### config.mk
export PLATFORM = sky130hd
export DESIGN_NAME = frame_arbiter
export DESIGN_NICKNAME = d
export VERILOG_FILES = /design/src/rtl/frame_arbiter.sv
export SDC_FILE = /design/constraint.sdc
export NUM_CORES = 1
export LEC_CHECK = 0
export CORE_MARGIN = 2
export CORE_UTILIZATION = 30
export CTS_CLUSTER_SIZE = 10
export DETAILED_ROUTE_END_ITERATION = 16
export HOLD_SLACK_MARGIN = 0.08
export PLACE_DENSITY = 0.48
export SLEW_MARGIN = 20
export SYNTH_ARGS = -nofsm -noshare
export SYNTH_HDL_FRONTEND = slang
export SYNTH_SLANG_ARGS = --single-unit
### constraint.sdc
create_clock -name clk_i -period 3.95 [get_ports clk_i]
set_clock_uncertainty 0.2 [all_clocks]
set_input_delay 0.79 -clock clk_i [delete_from_list [all_inputs] [get_ports clk_i]]
set_output_delay 0.79 -clock clk_i [all_outputs]
set_load 0.1 [all_outputs]
### src/rtl/frame_arbiter.sv
// frame_arbiter: grants one of two pixel sources per frame (round-robin on
// simultaneous start-of-frame), re-times the granted stream with column/row
// coordinates, discards stray beats while idle, and then inserts a fixed
// drain gap before the next grant.
module frame_arbiter #(
    parameter int DATA_WIDTH   = 8,
    parameter int IMAGE_WIDTH  = 640,
    parameter int IMAGE_HEIGHT = 480,
    parameter int DRAIN_CYCLES = 4
) (
    input  logic                  clk_i,
    input  logic                  rst_i,
    input  logic [DATA_WIDTH-1:0] s0_data_i,
    input  logic                  s0_valid_i,
    input  logic                  s0_sof_i,
    output logic                  s0_ready_o,
    input  logic [DATA_WIDTH-1:0] s1_data_i,
    input  logic                  s1_valid_i,
    input  logic                  s1_sof_i,
    output logic                  s1_ready_o,
    output logic [DATA_WIDTH-1:0] data_o,
    output logic [15:0]           col_o,
    output logic [15:0]           row_o,
    output logic                  valid_o,
    output logic                  src_o,
    output logic                  frame_done_o,
    output logic                  busy_o,
    output logic                  sof_err_o,
    output logic [15:0]           drop_cnt_o
);

    localparam logic [15:0] COL_LAST   = 16'(IMAGE_WIDTH - 1);
    localparam logic [15:0] ROW_LAST   = 16'(IMAGE_HEIGHT - 1);
    localparam logic [15:0] DRAIN_LAST = 16'(DRAIN_CYCLES - 1);

    typedef enum logic [1:0] {
        IDLE   = 2'd0,
        STREAM = 2'd1,
        DRAIN  = 2'd2
    } state_t;

    state_t state_q, state_d;

    // Frame bookkeeping: coordinates of the next pixel, drain timer,
    // arbitration priority and the source owning the current frame.
    logic [15:0] col_cnt_q, col_cnt_d;
    logic [15:0] row_cnt_q, row_cnt_d;
    logic [15:0] drain_cnt_q, drain_cnt_d;
    logic        prio_q, prio_d;
    logic        active_src_q, active_src_d;

    // Registered outputs.
    logic [DATA_WIDTH-1:0] data_q, data_d;
    logic [15:0]           col_q, col_d;
    logic [15:0]           row_q, row_d;
    logic                  valid_q, valid_d;
    logic                  src_q, src_d;
    logic                  frame_done_q, frame_done_d;
    logic                  sof_err_q, sof_err_d;
    logic [15:0]           drop_cnt_q, drop_cnt_d;

    // Combinational helpers.
    logic                  elig0, elig1;
    logic                  grant_any, grant_sel;
    logic                  acc, acc_src, acc_sof, beat_last;
    logic [DATA_WIDTH-1:0] acc_data;
    logic [1:0]            discards;
    logic [16:0]           drop_sum;

    // Arbitration: a source may start a frame only with a valid sof beat;
    // on a tie the source holding priority wins.
    always_comb begin
        elig0     = s0_valid_i && s0_sof_i;
        elig1     = s1_valid_i && s1_sof_i;
        grant_any = (state_q == IDLE) && (elig0 || elig1);
        grant_sel = elig1 && (!elig0 || prio_q);
    end

    // Select the beat accepted this cycle, if any, and flag the frame's last pixel.
    always_comb begin
        // NOTE: every always_comb output gets a default first so no path leaves it unassigned (latch).
        acc     = 1'b0;
        acc_src = active_src_q;
        case (state_q)
            IDLE: begin
                acc     = grant_any;
                acc_src = grant_sel;
            end
            STREAM:  acc = active_src_q ? s1_valid_i : s0_valid_i;
            default: acc = 1'b0;
        endcase
        acc_data  = acc_src ? s1_data_i : s0_data_i;
        acc_sof   = acc_src ? s1_sof_i  : s0_sof_i;
        beat_last = (col_cnt_q == COL_LAST) && (row_cnt_q == ROW_LAST);
    end

    // FSM state register.
    always_ff @(posedge clk_i) begin
        // NOTE: sequential state uses non-blocking assignments so all flops update together.
        if (rst_i) begin
            state_q <= IDLE;
        end else begin
            state_q <= state_d;
        end
    end

    // FSM next-state: grant starts a frame, last pixel enters drain, drain timer returns to idle.
    always_comb begin
        state_d = state_q;
        case (state_q)
            IDLE:    if (grant_any) state_d = beat_last ? DRAIN : STREAM;
            STREAM:  if (acc && beat_last) state_d = DRAIN;
            DRAIN:   if (drain_cnt_q == DRAIN_LAST) state_d = IDLE;
            default: state_d = IDLE;
        endcase
    end

    // FSM outputs: ready per state (idle discards stray beats), busy outside IDLE.
    always_comb begin
        s0_ready_o = 1'b0;
        s1_ready_o = 1'b0;
        case (state_q)
            IDLE: begin
                s0_ready_o = s0_valid_i && (!s0_sof_i || (grant_any && !grant_sel));
                s1_ready_o = s1_valid_i && (!s1_sof_i || (grant_any &&  grant_sel));
            end
            STREAM: begin
                s0_ready_o = !active_src_q;
                s1_ready_o =  active_src_q;
            end
            default: begin
                s0_ready_o = 1'b0;
                s1_ready_o = 1'b0;
            end
        endcase
        if (rst_i) begin
            s0_ready_o = 1'b0;
            s1_ready_o = 1'b0;
        end
        busy_o = (state_q != IDLE);
    end

    // Datapath next values: output re-timing, coordinate advance, counters and flags.
    always_comb begin
        data_d       = data_q;
        col_d        = col_q;
        row_d        = row_q;
        src_d        = src_q;
        valid_d      = acc;
        col_cnt_d    = col_cnt_q;
        row_cnt_d    = row_cnt_q;
        prio_d       = prio_q;
        active_src_d = active_src_q;
        sof_err_d    = sof_err_q;
        drop_cnt_d   = drop_cnt_q;
        frame_done_d = (state_q == DRAIN) && (drain_cnt_q == DRAIN_LAST);
        drain_cnt_d  = (state_q == DRAIN) ? drain_cnt_q + 16'd1 : 16'd0;

        discards = {1'b0, s0_valid_i && !s0_sof_i} + {1'b0, s1_valid_i && !s1_sof_i};
        drop_sum = {1'b0, drop_cnt_q} + {15'd0, discards};

        if (acc) begin
            data_d = acc_data;
            col_d  = col_cnt_q;
            row_d  = row_cnt_q;
            src_d  = acc_src;
            // Counters return to zero after the last pixel so IDLE always starts at (0,0).
            if (beat_last) begin
                col_cnt_d = 16'd0;
                row_cnt_d = 16'd0;
            end else if (col_cnt_q == COL_LAST) begin
                col_cnt_d = 16'd0;
                row_cnt_d = row_cnt_q + 16'd1;
            end else begin
                col_cnt_d = col_cnt_q + 16'd1;
            end
        end

        if (grant_any) begin
            active_src_d = grant_sel;
            prio_d       = !grant_sel;
        end

        // A second sof inside a frame is flagged but streamed through unchanged.
        if ((state_q == STREAM) && acc && acc_sof) begin
            sof_err_d = 1'b1;
        end

        if (state_q == IDLE) begin
            drop_cnt_d = drop_sum[16] ? 16'hFFFF : drop_sum[15:0];
        end
    end

    // Datapath registers with synchronous reset to the idle/zero state.
    always_ff @(posedge clk_i) begin
        if (rst_i) begin
            data_q       <= '0;
            col_q        <= '0;
            row_q        <= '0;
            valid_q      <= 1'b0;
            src_q        <= 1'b0;
            frame_done_q <= 1'b0;
            sof_err_q    <= 1'b0;
            drop_cnt_q   <= '0;
            col_cnt_q    <= '0;
            row_cnt_q    <= '0;
            drain_cnt_q  <= '0;
            prio_q       <= 1'b0;
            active_src_q <= 1'b0;
        end else begin
            data_q       <= data_d;
            col_q        <= col_d;
            row_q        <= row_d;
            valid_q      <= valid_d;
            src_q        <= src_d;
            frame_done_q <= frame_done_d;
            sof_err_q    <= sof_err_d;
            drop_cnt_q   <= drop_cnt_d;
            col_cnt_q    <= col_cnt_d;
            row_cnt_q    <= row_cnt_d;
            drain_cnt_q  <= drain_cnt_d;
            prio_q       <= prio_d;
            active_src_q <= active_src_d;
        end
    end

    assign data_o       = data_q;
    assign col_o        = col_q;
    assign row_o        = row_q;
    assign valid_o      = valid_q;
    assign src_o        = src_q;
    assign frame_done_o = frame_done_q;
    assign sof_err_o    = sof_err_q;
    assign drop_cnt_o   = drop_cnt_q;

endmodule
Word-level counts from Yosys, hierarchy flattened
Index checks and enable logic that the tools add are counted.
Cells by class
  add/sub/neg operators: 5
  equality and inequality tests: 8
  reductions and logical operators: 30
  bitwise logic cells: 1
  mux-type cells: 19
Operator list (count)
  16-bit two-way mux: 5
  16-bit by 1-bit adder with 16-bit output, second input constant: 3
  16-bit by 2-bit adder with 17-bit output: 1
  16-bit by 10-bit == test with 1-bit output, second input constant: 1
  16-bit by 2-bit == test with 1-bit output, second input constant: 1
  16-bit by 9-bit == test with 1-bit output, second input constant: 1
  1-bit logical AND: 15
  2-bit two-way mux: 4
  8-bit two-way mux: 1
  2-bit inequality test, second input constant: 3
  1-bit case mux with 2 select lines: 3
  2-bit case mux with 3 select lines: 1
  1-bit logical NOT: 5
  1-bit two-way mux: 5
  1-bit logical OR: 4
  2-bit nonzero test: 2
  3-bit AND reduction: 1
  1-bit by 1-bit adder with 2-bit output: 1
  2-bit by 1-bit == test with 1-bit output, second input constant: 1
  2-bit == test, second input constant: 1
  2-bit logical NOT: 1
  2-bit AND reduction: 1
  2-bit OR reduction: 1
  1-bit inverter: 1
Word-level totals
  bits of input ports: 22
  output and inout bits: 63
  register bits after elaboration: 112
  word-level logic and storage cells: 77

Longest topological paths before layout
Gate-level depths: netlist (run 1).
  depth in word-level cells: 10
  gate-level depth with buffers: 9

Least setup slack after synthesis (run 1)
Ideal clock, no wire load.
  path kind: input -> output
  start point: in s0_sof_i
  end point: out s1_ready_o
  slack: -0.305 ns
  arrival: 3.265 ns
  data required time: 2.960 ns
  path buffers: 0
  cell stages on the path: 4
  cell sequence: and3b_1 a211oi_1 a21oi_1 nor3_1
On the way
  longest elaborated chain between the ends: 9
  elaborated cells between the ends (all ways): 11
  those cells by class: mux (2); reduce/logical (9)
Ends and longest elaborated chain
  from (decl): line 15  | input logic s0_sof_i,
  1-bit logical AND (*): line 73  | elig0 = s0_valid_i && s0_sof_i;
  1-bit logical NOT: line 76  | grant_sel = elig1 && (!elig0 || prio_q);
  1-bit logical OR: line 76
  1-bit logical AND: line 76
  1-bit logical AND (*): line 125  | s1_ready_o = s1_valid_i && (!s1_sof_i || (grant_any && grant_sel));
  1-bit logical OR (*): line 125
  1-bit logical AND (*): line 125
  1-bit case mux with 2 select lines (*): line 122  | case (state_q)
  1-bit two-way mux (*): line 136  | if (rst_i) begin
  to (decl): line 20  | output logic s1_ready_o,
Every way passes the cells marked *; elsewhere a longest branch is shown, timed or not.

Worst setup path in the final report (run 1)
  start point: in s1_sof_i
  end point: out s0_ready_o
On the way
  longest elaborated chain between the ends: 8
  elaborated cells between the ends (all ways): 10
  those cells by class: mux (2); reduce/logical (8)
Ends and longest elaborated chain
  from (decl): line 19  | input logic s1_sof_i,
  1-bit logical AND (*): line 74  | elig1 = s1_valid_i && s1_sof_i;
  1-bit logical OR / 1-bit logical AND (equally long branches): line 75, 76
  1-bit logical AND / 1-bit logical NOT (equally long branches): line 75, 124
  1-bit logical AND (*): line 124  | s0_ready_o = s0_valid_i && (!s0_sof_i || (grant_any && !grant_sel));
  1-bit logical OR (*): line 124
  1-bit logical AND (*): line 124
  1-bit case mux with 2 select lines (*): line 122
  1-bit two-way mux (*): line 136
  to (decl): line 16  | output logic s0_ready_o,
Marks and branches as above.

==> results of run 1 <==
[cell usage in the layout, fill, tap and decap left out, types with 3 or more instances in the layout]
| cell | netlist | layout |
|---|---|---|
| a211oi_1 | 9 | 9 |
| xnor2_1 | 17 | 17 |
| nand3b_1 | 3 | 3 |
| and3_1 | 9 | 9 |
| and2_1 | 3 | 3 |
| nand2b_1 | 6 | 6 |
| o21ai_0 | 5 | 4 |
| buf_4 | 1 | 7 |
| clkbuf_16 | 0 | 9 |
| ha_1 | 4 | 4 |
| nand4_1 | 21 | 21 |
| clkdlybuf4s50_1 | 0 | 80 |
| nor4_1 | 6 | 6 |
| xor2_1 | 31 | 31 |
| nand2_1 | 88 | 88 |
| a21oi_1 | 54 | 54 |
| and4_1 | 5 | 5 |
| or3_1 | 5 | 5 |
| nor3_1 | 21 | 20 |
| inv_1 | 7 | 7 |
| dfxtp_1 | 112 | 112 |
| a31oi_1 | 3 | 3 |
| nand3_1 | 23 | 23 |
| mux2i_1 | 12 | 12 |
| nor2_1 | 73 | 72 |
[power groups by stage]
stage	logic (W)	clock network [W]	registers (W)
after floorplan	0.000131	0	0.00130
after global placement	0.000338	0	0.00119
after detailed placement	0.000342	0	0.00119
after CTS	0.000342	0.000904	0.00117
after global routing	0.000361	0.000949	0.00117
final	0.000338	0.000866	0.00117
[worst max-delay path, delay by kind of cell]
| kind | cells | cell delay [ns] |
|---|---|---|
| compound gates | 2 | 0.77 |
| buf+inv | 2 | 0.69 |
| simple gates | 2 | 0.20 |
[cells by family after synthesis]
kind of cell | share of synthesized area
compound gates | 0.0892
xor+xnor | 0.0873
fa+ha+maj | 0.0146
buf+inv | 0.0322
flops | 0.466
mux | 0.0250
simple gates | 0.286
[stage by stage]
stage                     setup slack (ns)   util  cell area [um2]
final                                0.507  0.390             6150
after global routing                 0.392  0.390             6150
after CTS                            0.516  0.390             6150
after detailed placement             0.525  0.373             5870
after global placement               0.622  0.373             5870
after floorplan                      0.434      -             4820
[final timing paths]
check                               endpoint                 startpoint  depth (start not counted)  slack (ns)
hold reg to reg    drain_cnt_q[0]$_SDFF_PP0_  drain_cnt_q[0]$_SDFF_PP0_                          1        0.25
setup reg to reg  col_cnt_q[11]$_SDFFE_PP0P_  col_cnt_q[8]$_SDFFE_PP0P_                          5        1.16
setup / recovery                  s0_ready_o                   s1_sof_i                          6        0.51
hold / removal     drain_cnt_q[0]$_SDFF_PP0_  drain_cnt_q[0]$_SDFF_PP0_                          1        0.25
[registers in the layout, indices dropped and copies added (netlist names)]
| signal | flops |
|---|---|
| col_cnt_q | 16 |
| col_o | 16 |
| drain_cnt_q | 16 |
| drop_cnt_o | 16 |
| row_cnt_q | 16 |
| row_o | 16 |
| data_o | 8 |
| state_q | 2 |
| active_src_q | 1 |
| frame_done_o | 1 |
| prio_q | 1 |
| sof_err_o | 1 |
| src_o | 1 |
| valid_o | 1 |
[area by class of cell]
type                            count  area share
Multi-Input combinational cell    421       0.396
Sequential cell                   112       0.365
Timing Repair Buffer               90       0.146
Tap cell                          216      0.0439
Clock buffer                       12      0.0401
Clock inverter                      4     0.00488
Inverter                            7     0.00427
[routing by layer]
metal	track usage	vias to the layer above
li1	-	2107
met1	0.193	1959
met2	0.219	86
met3	0.0379	11
met4	0.0538	0
met5	0	-
==> qor.txt, run 1 <==
Min Clock Period, post-route: 3.44 ns
crit end category: primary output
fill count: 1,602
Worst Tran Pin Value: 1.03 ns
synthesized instance count: 572
HPWL Detailed: 8.04 mm
RSZ-0062 raised after global routing: false
core box area: 15,800 um2
Peak Freq: 290 MHz
largest cells by area after synthesis: dfxtp_1 (47%), nand2_1 (6.9%), nor2_1 (5.7%)
die width: 131 um
# hold bufs at CTS: 0
slew margin rel.: 0.312
Worst Hold Class: flip-flop to flip-flop
Seq pwr share: 0.492
GRT Util Overall: 0.143
max-cap violations: 0
vias in the first global route: 3,903
Met1 Wirelength: 5.70 mm
max incr delay on CP: 0.55 ns
initial antenna violation count: 0
Yosys reg bits: 112
drt drc: 0
CTS tree: yes
slowest library cell on the worst path: a22oi_1
VDD IR max: 0.000189 V
Clk network pwr share: 0.365
Combinational Power Share: 0.143
Synth area leader: dfxtp_1
via count: 4,163
Syn Nets: 599
Final period util: 0.872
global-route wire length before repair: 19.4 mm
leak pwr: 2.03 nW
Setup Crit Path Kind: input pin to primary output
Crit Path Max Fanout: 5
htree depth: 3
Initial Utilization: 0.305
clock latency on the worst-skew pair: 0.36 ns
Iteration-0 DRC Markers: 174
placed insts: 846
crit start category: input pin
Met3 Routed Length: 613 um
antenna-violating nets left: 0
Worst Path Arrival: 2.45 ns
ys async rst share: 0
status: finished clean
post-synth top area share: 0.466
chip height: 131 um
fin cells: 862
Num CTS Buffers: 9
post-CTS sizing: 0
CTS Sinks: 112
CP cell instances: clkdlybuf4s50_1 -> a22oi_1 -> nor2_1 -> a21oi_1 -> nor2_2 -> buf_12
port bufs: 84
share of the yosys chip area belonging to registers: 0.466
full die area: 17,100 um2
Remaining Overflow, GRT: 0
total chip power: 0.00237 W
clock buffer depth: 2
top cells by count, synth: dfxtp_1 (112), nand2_1 (88), nor2_1 (73)
Setup violations, final: 0
Worst Hold Slack: 0.249 ns
area of the multi-input gates: 2440 um2
Internal: 0.00169 W
Distinct cells, synth: 46
PwrDens: 386 nW/um2
Routed WL per cell: 13.7 um
Post-CTS Setup Inserts: 0
Synth Flop Type: dfxtp_1
Final nets: 668
register area: 2240 um2
Mean Syn Cell Area: 8.41 um2
root buffer cell: clkbuf_16
P_sw: 0.000684 W
Antenna diodes: 0
Max Slew Vio Count: 0
Reg clk slew, reported paths: 0.07 ns
max layer used: met4
largest net degree at the start of global routing: 47
Ports: 85
Mapped Area: 4810 um2
via/cell ratio: 4.83
Post-synth EDFFs: 0
drt total wl: 11.8 mm
Rows: 46
layout cell share with drive strength beyond 1: 0.0511
sw frac: 0.289
setup TNS: 0 ns
GP Congestion: 0.847
met2 wire length: 5.35 mm
top-count cell post-synth: dfxtp_1
final hold violation count: 0
synthesis-to-finish area growth: 27.8%
DRT Pass-1 Iters: 4
Synth warnings: 0
Required @ worst endpoint: 2.96 ns
(Power assumes the default switching activity.)
==> run 2: changes to the inputs <==
==> constraint.sdc (replaced) <==
create_clock -name clk_i -period 4.4 [get_ports clk_i]
set_clock_uncertainty 0.2 [all_clocks]
set_input_delay 0.88 -clock clk_i [delete_from_list [all_inputs] [get_ports clk_i]]
set_output_delay 0.88 -clock clk_i [all_outputs]
set_load 0.1 [all_outputs]
==> run 2 against run 1 <==
Effect of this change:
- routed wire length decreased by 1.9%
- combinational power decreased by 11%
- sequential share of layout area about the same
- first-iteration DRC count increased by 2.9%
- sequential power decreased by 10%
- die area unchanged
- clock-buffer cell count decreased by 1
- largest power group unchanged
==> qor.txt, run 2 (synthesized netlist as in run 1, its figures left out) <==
status: finished clean
FF-to-FF setup slack: 1.60 ns (+0.44 ns)
Area after DPL: 5860 um2 (-0.21%)
Clk network pwr share: 0.375 (+0.010)
HPWL Detailed: 8.04 mm (about the same)
Seq pwr share: 0.485 (-0.007)
most frequent cells in the layout: dfxtp_1 (112), nand2_1 (88), clkdlybuf4s50_1 (80), nor2_1 (73), a21oi_1 (54)
CTS tree: yes
chip height: 131 um (unchanged)
Required @ worst endpoint: 3.32 ns (+0.36 ns)
sw frac: 0.290 (+0.00167)
Rows: 46 (unchanged)
largest net degree at the start of global routing: 42 (-11%)
clock buffer depth: 2 (unchanged)
Remaining Overflow, GRT: 0 (unchanged)
root buffer cell: clkbuf_16
antenna-violating nets left: 0 (unchanged)
# hold bufs at CTS: 0 (unchanged)
Antenna diodes: 0 (unchanged)
DRT Pass-1 Iters: 4 (unchanged)
via count: 4,111 (-1.2%)
GRT Util Overall: 0.139 (-0.00339)
max-cap violations: 0 (unchanged)
PwrDens: 350 nW/um2 (-9.1%)
leak pwr: 2.04 nW (+0.40%)
via/cell ratio: 4.76 (-1.5%)
Worst Hold Class: flip-flop to flip-flop
clock latency on the worst-skew pair: 0.36 ns (about the same)
met2 GRT Util: 0.214 (-0.00551)
Setup violations, final: 0 (unchanged)
met3 usage: 0.0244 (-0.0134)
Most Crowded Layer GR: met2
Initial Utilization: 0.305 (unchanged)
die width: 131 um (unchanged)
crit start category: input pin
Worst Tran Pin Value: 1.02 ns (-0.00838 ns)
Worst Path Arrival: 2.55 ns (+0.10 ns)
port bufs: 84 (unchanged)
synthesis-to-finish area growth: 27.8% (about the same)
setup TNS: 0 ns (unchanged)
max incr delay on CP: 0.58 ns (+0.03 ns)
slowest library cell on the worst path: a22oi_1
Ports: 85 (unchanged)
fill count: 1,656 (+3.4%)
core box area: 15,800 um2 (unchanged)
P_sw: 0.000626 W (-8.6%)
GP Congestion: 0.799 (-5.7%)
initial antenna violation count: 0 (unchanged)
Post-CTS Setup Inserts: 0 (unchanged)
Max Slew Vio Count: 0 (unchanged)
Setup Crit Path Kind: input pin to primary output
post-route cell area: 6150 um2 (about the same)
CP cell instances: clkdlybuf4s50_1 -> a22oi_1 -> nor2_1 -> a21oi_1 -> nor2_1 -> buf_4
register area: 2240 um2 (unchanged)
drt total wl: 11.6 mm (-1.9%)
VDD IR max: 0.000192 V (+1.4%)
global-route wire length before repair: 19.2 mm (-1.1%)
worst r2r src: col_cnt_q[8]$_SDFFE_PP0P_
Internal: 0.00153 W (-9.3%)
most used cell, CP: nor2_1
Combinational Power Share: 0.139 (-0.004)
full die area: 17,100 um2 (unchanged)
commonest non-fill, non-tap cell in the layout: dfxtp_1
post-CTS sizing: 0 (unchanged)
layout cell share with drive strength beyond 1: 0.0556 (+0.00447)
RSZ-0062 raised after global routing: false
Reg clk slew, reported paths: 0.08 ns (about the same)
slew margin rel.: 0.318 (+0.00561)
Reg2Reg Depth: 5 (unchanged)
Final nets: 670 (+0.30%)
drt drc: 0 (unchanged)
Crit Path Max Fanout: 5 (unchanged)
final hold violation count: 0 (unchanged)
Iteration-0 DRC Markers: 179 (+2.9%)
Setup crit end: s0_ready_o
htree depth: 3 (unchanged)
CTS Sinks: 112 (unchanged)
Routed WL per cell: 13.4 um (-2.1%)
area of the multi-input gates: 2430 um2 (-0.10%)
met1 GRT Util: 0.193 (-0.000309)
critical path launch point: s0_sof_i
Num CTS Buffers: 9 (unchanged)
Min Clock Period, post-route: 3.63 ns
Peak Freq: 276 MHz
Final period util: 0.825
crit end category: primary output
vias in the first global route: 3,909 (+0.15%)
RR Endpoint: col_cnt_q[10]$_SDFFE_PP0P_
[run 2: area by class of cell]
| cell class | instances | area share |
|---|---|---|
| clock inverters | 5 | 0.00610 |
| clock buffers | 11 | 0.0411 |
| multi-input cells | 421 | 0.396 |
| well taps | 216 | 0.0439 |
| flip-flops and latches | 112 | 0.364 |
| repair buffers | 92 | 0.144 |
| inverters | 7 | 0.00427 |
[run 2: power groups by stage]
| stage | registers [W] | logic (W) | clock network [W] |
|---|---|---|---|
| final | 0.00105 | 0.000300 | 0.000809 |
| after CTS | 0.00105 | 0.000303 | 0.000840 |
| after detailed placement | 0.00107 | 0.000302 | 0 |
| after global routing | 0.00105 | 0.000320 | 0.000873 |
| after global placement | 0.00107 | 0.000300 | 0 |
| after floorplan | 0.00117 | 0.000117 | 0 |
[run 2: worst min-delay path by stage]
stage | startpoint | end | slack, ns | depth (start not counted)
3_5_place_dp | drain_cnt_q[0]$_SDFF_PP0_ | drain_cnt_q[0]$_SDFF_PP0_ | 0.24 | 1
5_1_grt | col_o[5]$_SDFFE_PP0P_ | col_o[5]$_SDFFE_PP0P_ | 0.28 | 2
4_1_cts | drain_cnt_q[0]$_SDFF_PP0_ | drain_cnt_q[0]$_SDFF_PP0_ | 0.26 | 1
6_report | drain_cnt_q[0]$_SDFF_PP0_ | drain_cnt_q[0]$_SDFF_PP0_ | 0.25 | 1
3_3_place_gp | drain_cnt_q[0]$_SDFF_PP0_ | drain_cnt_q[0]$_SDFF_PP0_ | 0.23 | 1
2_1_floorplan | drain_cnt_q[0]$_SDFF_PP0_ | drain_cnt_q[0]$_SDFF_PP0_ | 0.22 | 1
[run 2: metal layers]
| layer | vias to the layer above | wire length, um | share of wire |
|---|---|---|---|
| met1 | 1898 | 5780 | 0.50 |
| li1 | 2115 | - | - |
| met2 | 83 | 5140 | 0.44 |
| met5 | - | 0 | 0 |
| met3 | 15 | 473 | 0.041 |
| met4 | 0 | 195 | 0.017 |
[run 2: worst max-delay path: cells and delay by family]
kind	cells	cell delay, ns
buffers and inverters	2	0.73
AOI/OAI and AO/OA	2	0.75
and+or+nand+nor	2	0.18
[run 2: through the flow]
stage	total power [W]	hold slack [ns]	utilization	cells	worst slack [ns]
global placement	0.00137	0.230	0.372	848	0.871
CTS	0.00219	0.256	0.390	864	0.775
finish	0.00216	0.250	0.390	864	0.772
global route	0.00224	0.281	0.390	864	0.638
floorplan	0.00129	0.218	-	572	0.340
detailed placement	0.00137	0.239	0.372	848	0.787
==> run 3: changes to the inputs <==
--- a/config.mk
+++ b/config.mk
@@ -10,7 +10,7 @@
 export CTS_CLUSTER_SIZE = 10
 export DETAILED_ROUTE_END_ITERATION = 16
 export HOLD_SLACK_MARGIN = 0.08
-export PLACE_DENSITY = 0.48
+export PLACE_DENSITY = 0.5
 export SLEW_MARGIN = 20
 export SYNTH_ARGS = -nofsm -noshare
 export SYNTH_HDL_FRONTEND = slang
==> constraint.sdc (replaced) <==
create_clock -name clk_i -period 3.3 [get_ports clk_i]
set_clock_uncertainty 0.2 [all_clocks]
set_input_delay 0.66 -clock clk_i [delete_from_list [all_inputs] [get_ports clk_i]]
set_output_delay 0.66 -clock clk_i [all_outputs]
set_load 0.1 [all_outputs]
==> run 3 against run 2 <==
Effect of this change:
- via count grew 0.41%
- largest cell class unchanged
- largest power group unchanged
- highest routed layer unchanged
- register-to-register slack worse by 0.98 ns
- critical endpoint unchanged
- critical path type is now flip-flop to primary output
- combinational power grew 34%
- first-iteration DRC count is 3.4% lower
- sequential share of layout area increased by 0.31 points
- flip-flop and latch count unchanged
- core utilization shrank 0.33 points
- non-clock buffer count increased by 4
==> qor.txt, run 3 (synthesized netlist as in run 1, its figures left out) <==
slowest library cell on the worst path: dfxtp_1
Iteration-0 DRC Markers: 173 (-3.4%)
chip height: 131 um (unchanged)
DRT Pass-1 Iters: 4 (unchanged)
total chip power: 0.00300 W (+39%)
Crit Path Max Fanout: 13 (+8)
port bufs: 84 (unchanged)
Peak Freq: 340 MHz
Required @ worst endpoint: 2.44 ns (-0.88 ns)
Combinational Power Share: 0.134 (-0.005)
vias in the first global route: 3,798 (-2.8%)
Routed WL per cell: 13.3 um (-0.75%)
Reg clk slew, reported paths: 0.08 ns (about the same)
Max Slew Vio Count: 0 (unchanged)
GRT Util Overall: 0.140 (+0.000172)
layout cell share with drive strength beyond 1: 0.155 (+0.0994)
most frequent cells in the layout: dfxtp_1 (112), nand2_1 (88), buf_4 (73), nor2_1 (72), a21oi_1 (54)
full die area: 17,100 um2 (unchanged)
initial antenna violation count: 0 (unchanged)
Setup violations, final: 0 (unchanged)
root buffer cell: clkbuf_16
Worst Path Arrival: 2.08 ns (-0.47 ns)
final hold violation count: 0 (unchanged)
Remaining Overflow, GRT: 0 (unchanged)
status: finished clean
Internal: 0.00216 W (+41%)
clock latency on the worst-skew pair: 0.36 ns (about the same)
FF-to-FF setup slack: 0.62 ns (-0.98 ns)
core box area: 15,800 um2 (unchanged)
leak pwr: 2.20 nW (+7.8%)
htree depth: 3 (unchanged)
Post-CTS Setup Inserts: 0 (unchanged)
Final period util: 0.890
GP Congestion: 0.836 (+4.6%)
Num CTS Buffers: 9 (unchanged)
Min Clock Period, post-route: 2.94 ns
Antenna diodes: 0 (unchanged)
CTS Sinks: 112 (unchanged)
Initial Utilization: 0.305 (unchanged)
VDD IR max: 0.000306 V (+60%)
Ports: 85 (unchanged)
post-CTS sizing: 0 (unchanged)
via/cell ratio: 4.76 (about the same)
max incr delay on CP: 0.55 ns (-0.03 ns)
Seq pwr share: 0.466 (-0.019)
Rows: 46 (unchanged)
via count: 4,128 (+0.41%)
clock buffer depth: 2 (unchanged)
HPWL Detailed: 8.28 mm (+3.0%)
global-route wire length before repair: 18.8 mm (-2.1%)
P_sw: 0.000842 W (+35%)
crit start category: flip-flop
drt total wl: 11.5 mm (-0.29%)
# hold bufs at CTS: 0 (unchanged)
Final nets: 674 (+0.60%)
slew margin rel.: 0.593 (+0.276)
CP cell instances: nor2_1 -> inv_1 -> nor2_1 -> a21oi_1 -> nor2_4 -> buf_12
Worst Hold Class: flip-flop to flip-flop
setup TNS: 0 ns (unchanged)
antenna-violating nets left: 0 (unchanged)
drt drc: 0 (unchanged)
Worst Tran Pin Value: 0.610 ns (-0.410 ns)
largest net degree at the start of global routing: 33 (-21%)
crit end category: primary output
CTS tree: yes
commonest non-fill, non-tap cell in the layout: dfxtp_1
Clk network pwr share: 0.400 (+0.025)
Setup Crit Path Kind: flip-flop to primary output
synthesis-to-finish area growth: 26.7%
max-cap violations: 0 (unchanged)
RSZ-0062 raised after global routing: false
die width: 131 um (unchanged)
PwrDens: 491 nW/um2 (+40%)
most used cell, CP: nor2_1
sw frac: 0.281 (-0.00934)
-- run 3: changes by cell type in the layout (fill, tap and decap cells not counted), sizes merged --
cell,previous run,this run
buf,12,76
bufinv,0,2
clkbuf,11,9
clkdlybuf4s50,80,20
-- run 3: routing by layer --
layer  global-route usage  up-vias  wire length (um)
met3               0.0257       18               450
met1                0.184     1917              5600
li1                     -     2119                 -
met2                0.218       74              5220
met5                    0        -                 0
met4               0.0726        0               278
-- run 3: final cells by class --
cell class	instances	area (um2)
clock buffers	9	225
clock inverters	7	101
fillers	1672	9670
inverters	7	26.3
multi-input cells	421	2440
flip-flops and latches	112	2240
well taps	216	270
repair buffers	96	793
-- run 3: worst max-delay path, delay by kind of cell, from the launching register on --
| kind | cells | cell delay [ns] |
|---|---|---|
| and+or+nand+nor | 3 | 0.33 |
| buffers and inverters | 2 | 0.54 |
| AOI/OAI and AO/OA | 1 | 0.30 |
| DFF | 1 | 0.55 |
-- run 3: worst paths after layout --
| check | start | end | depth (start not counted) |
|---|---|---|---|
| min | col_o[3]$_SDFFE_PP0P_ | col_o[3]$_SDFFE_PP0P_ | 2 |
| min reg2reg | col_o[3]$_SDFFE_PP0P_ | col_o[3]$_SDFFE_PP0P_ | 2 |
| max | state_q[0]$_SDFFE_PP0P_ | s0_ready_o | 6 |
| max reg2reg | col_cnt_q[8]$_SDFFE_PP0P_ | row_cnt_q[0]$_SDFFE_PP0P_ | 5 |
-- run 3: power groups by stage --
stage	combinational (W)	clock [W]	sequential, W
5_1_grt	0.000428	0.00129	0.00140
2_1_floorplan	0.000158	0	0.00156
4_1_cts	0.000407	0.00125	0.00140
3_3_place_gp	0.000405	0	0.00143
6_report	0.000401	0.00120	0.00140
3_5_place_dp	0.000406	0	0.00143
-- run 3: through the flow --
stage          utilization  worst slack [ns]  cell area, um2  hold WS (ns)  std cells
3_5_place_dp         0.366             0.253            5770         0.247        852
3_3_place_gp         0.366             0.271            5770         0.231        852
6_report             0.387             0.363            6100         0.252        868
4_1_cts              0.387             0.365            6100         0.258        868
2_1_floorplan            -            0.0806            4830         0.218        572
5_1_grt              0.387             0.229            6100         0.267        868
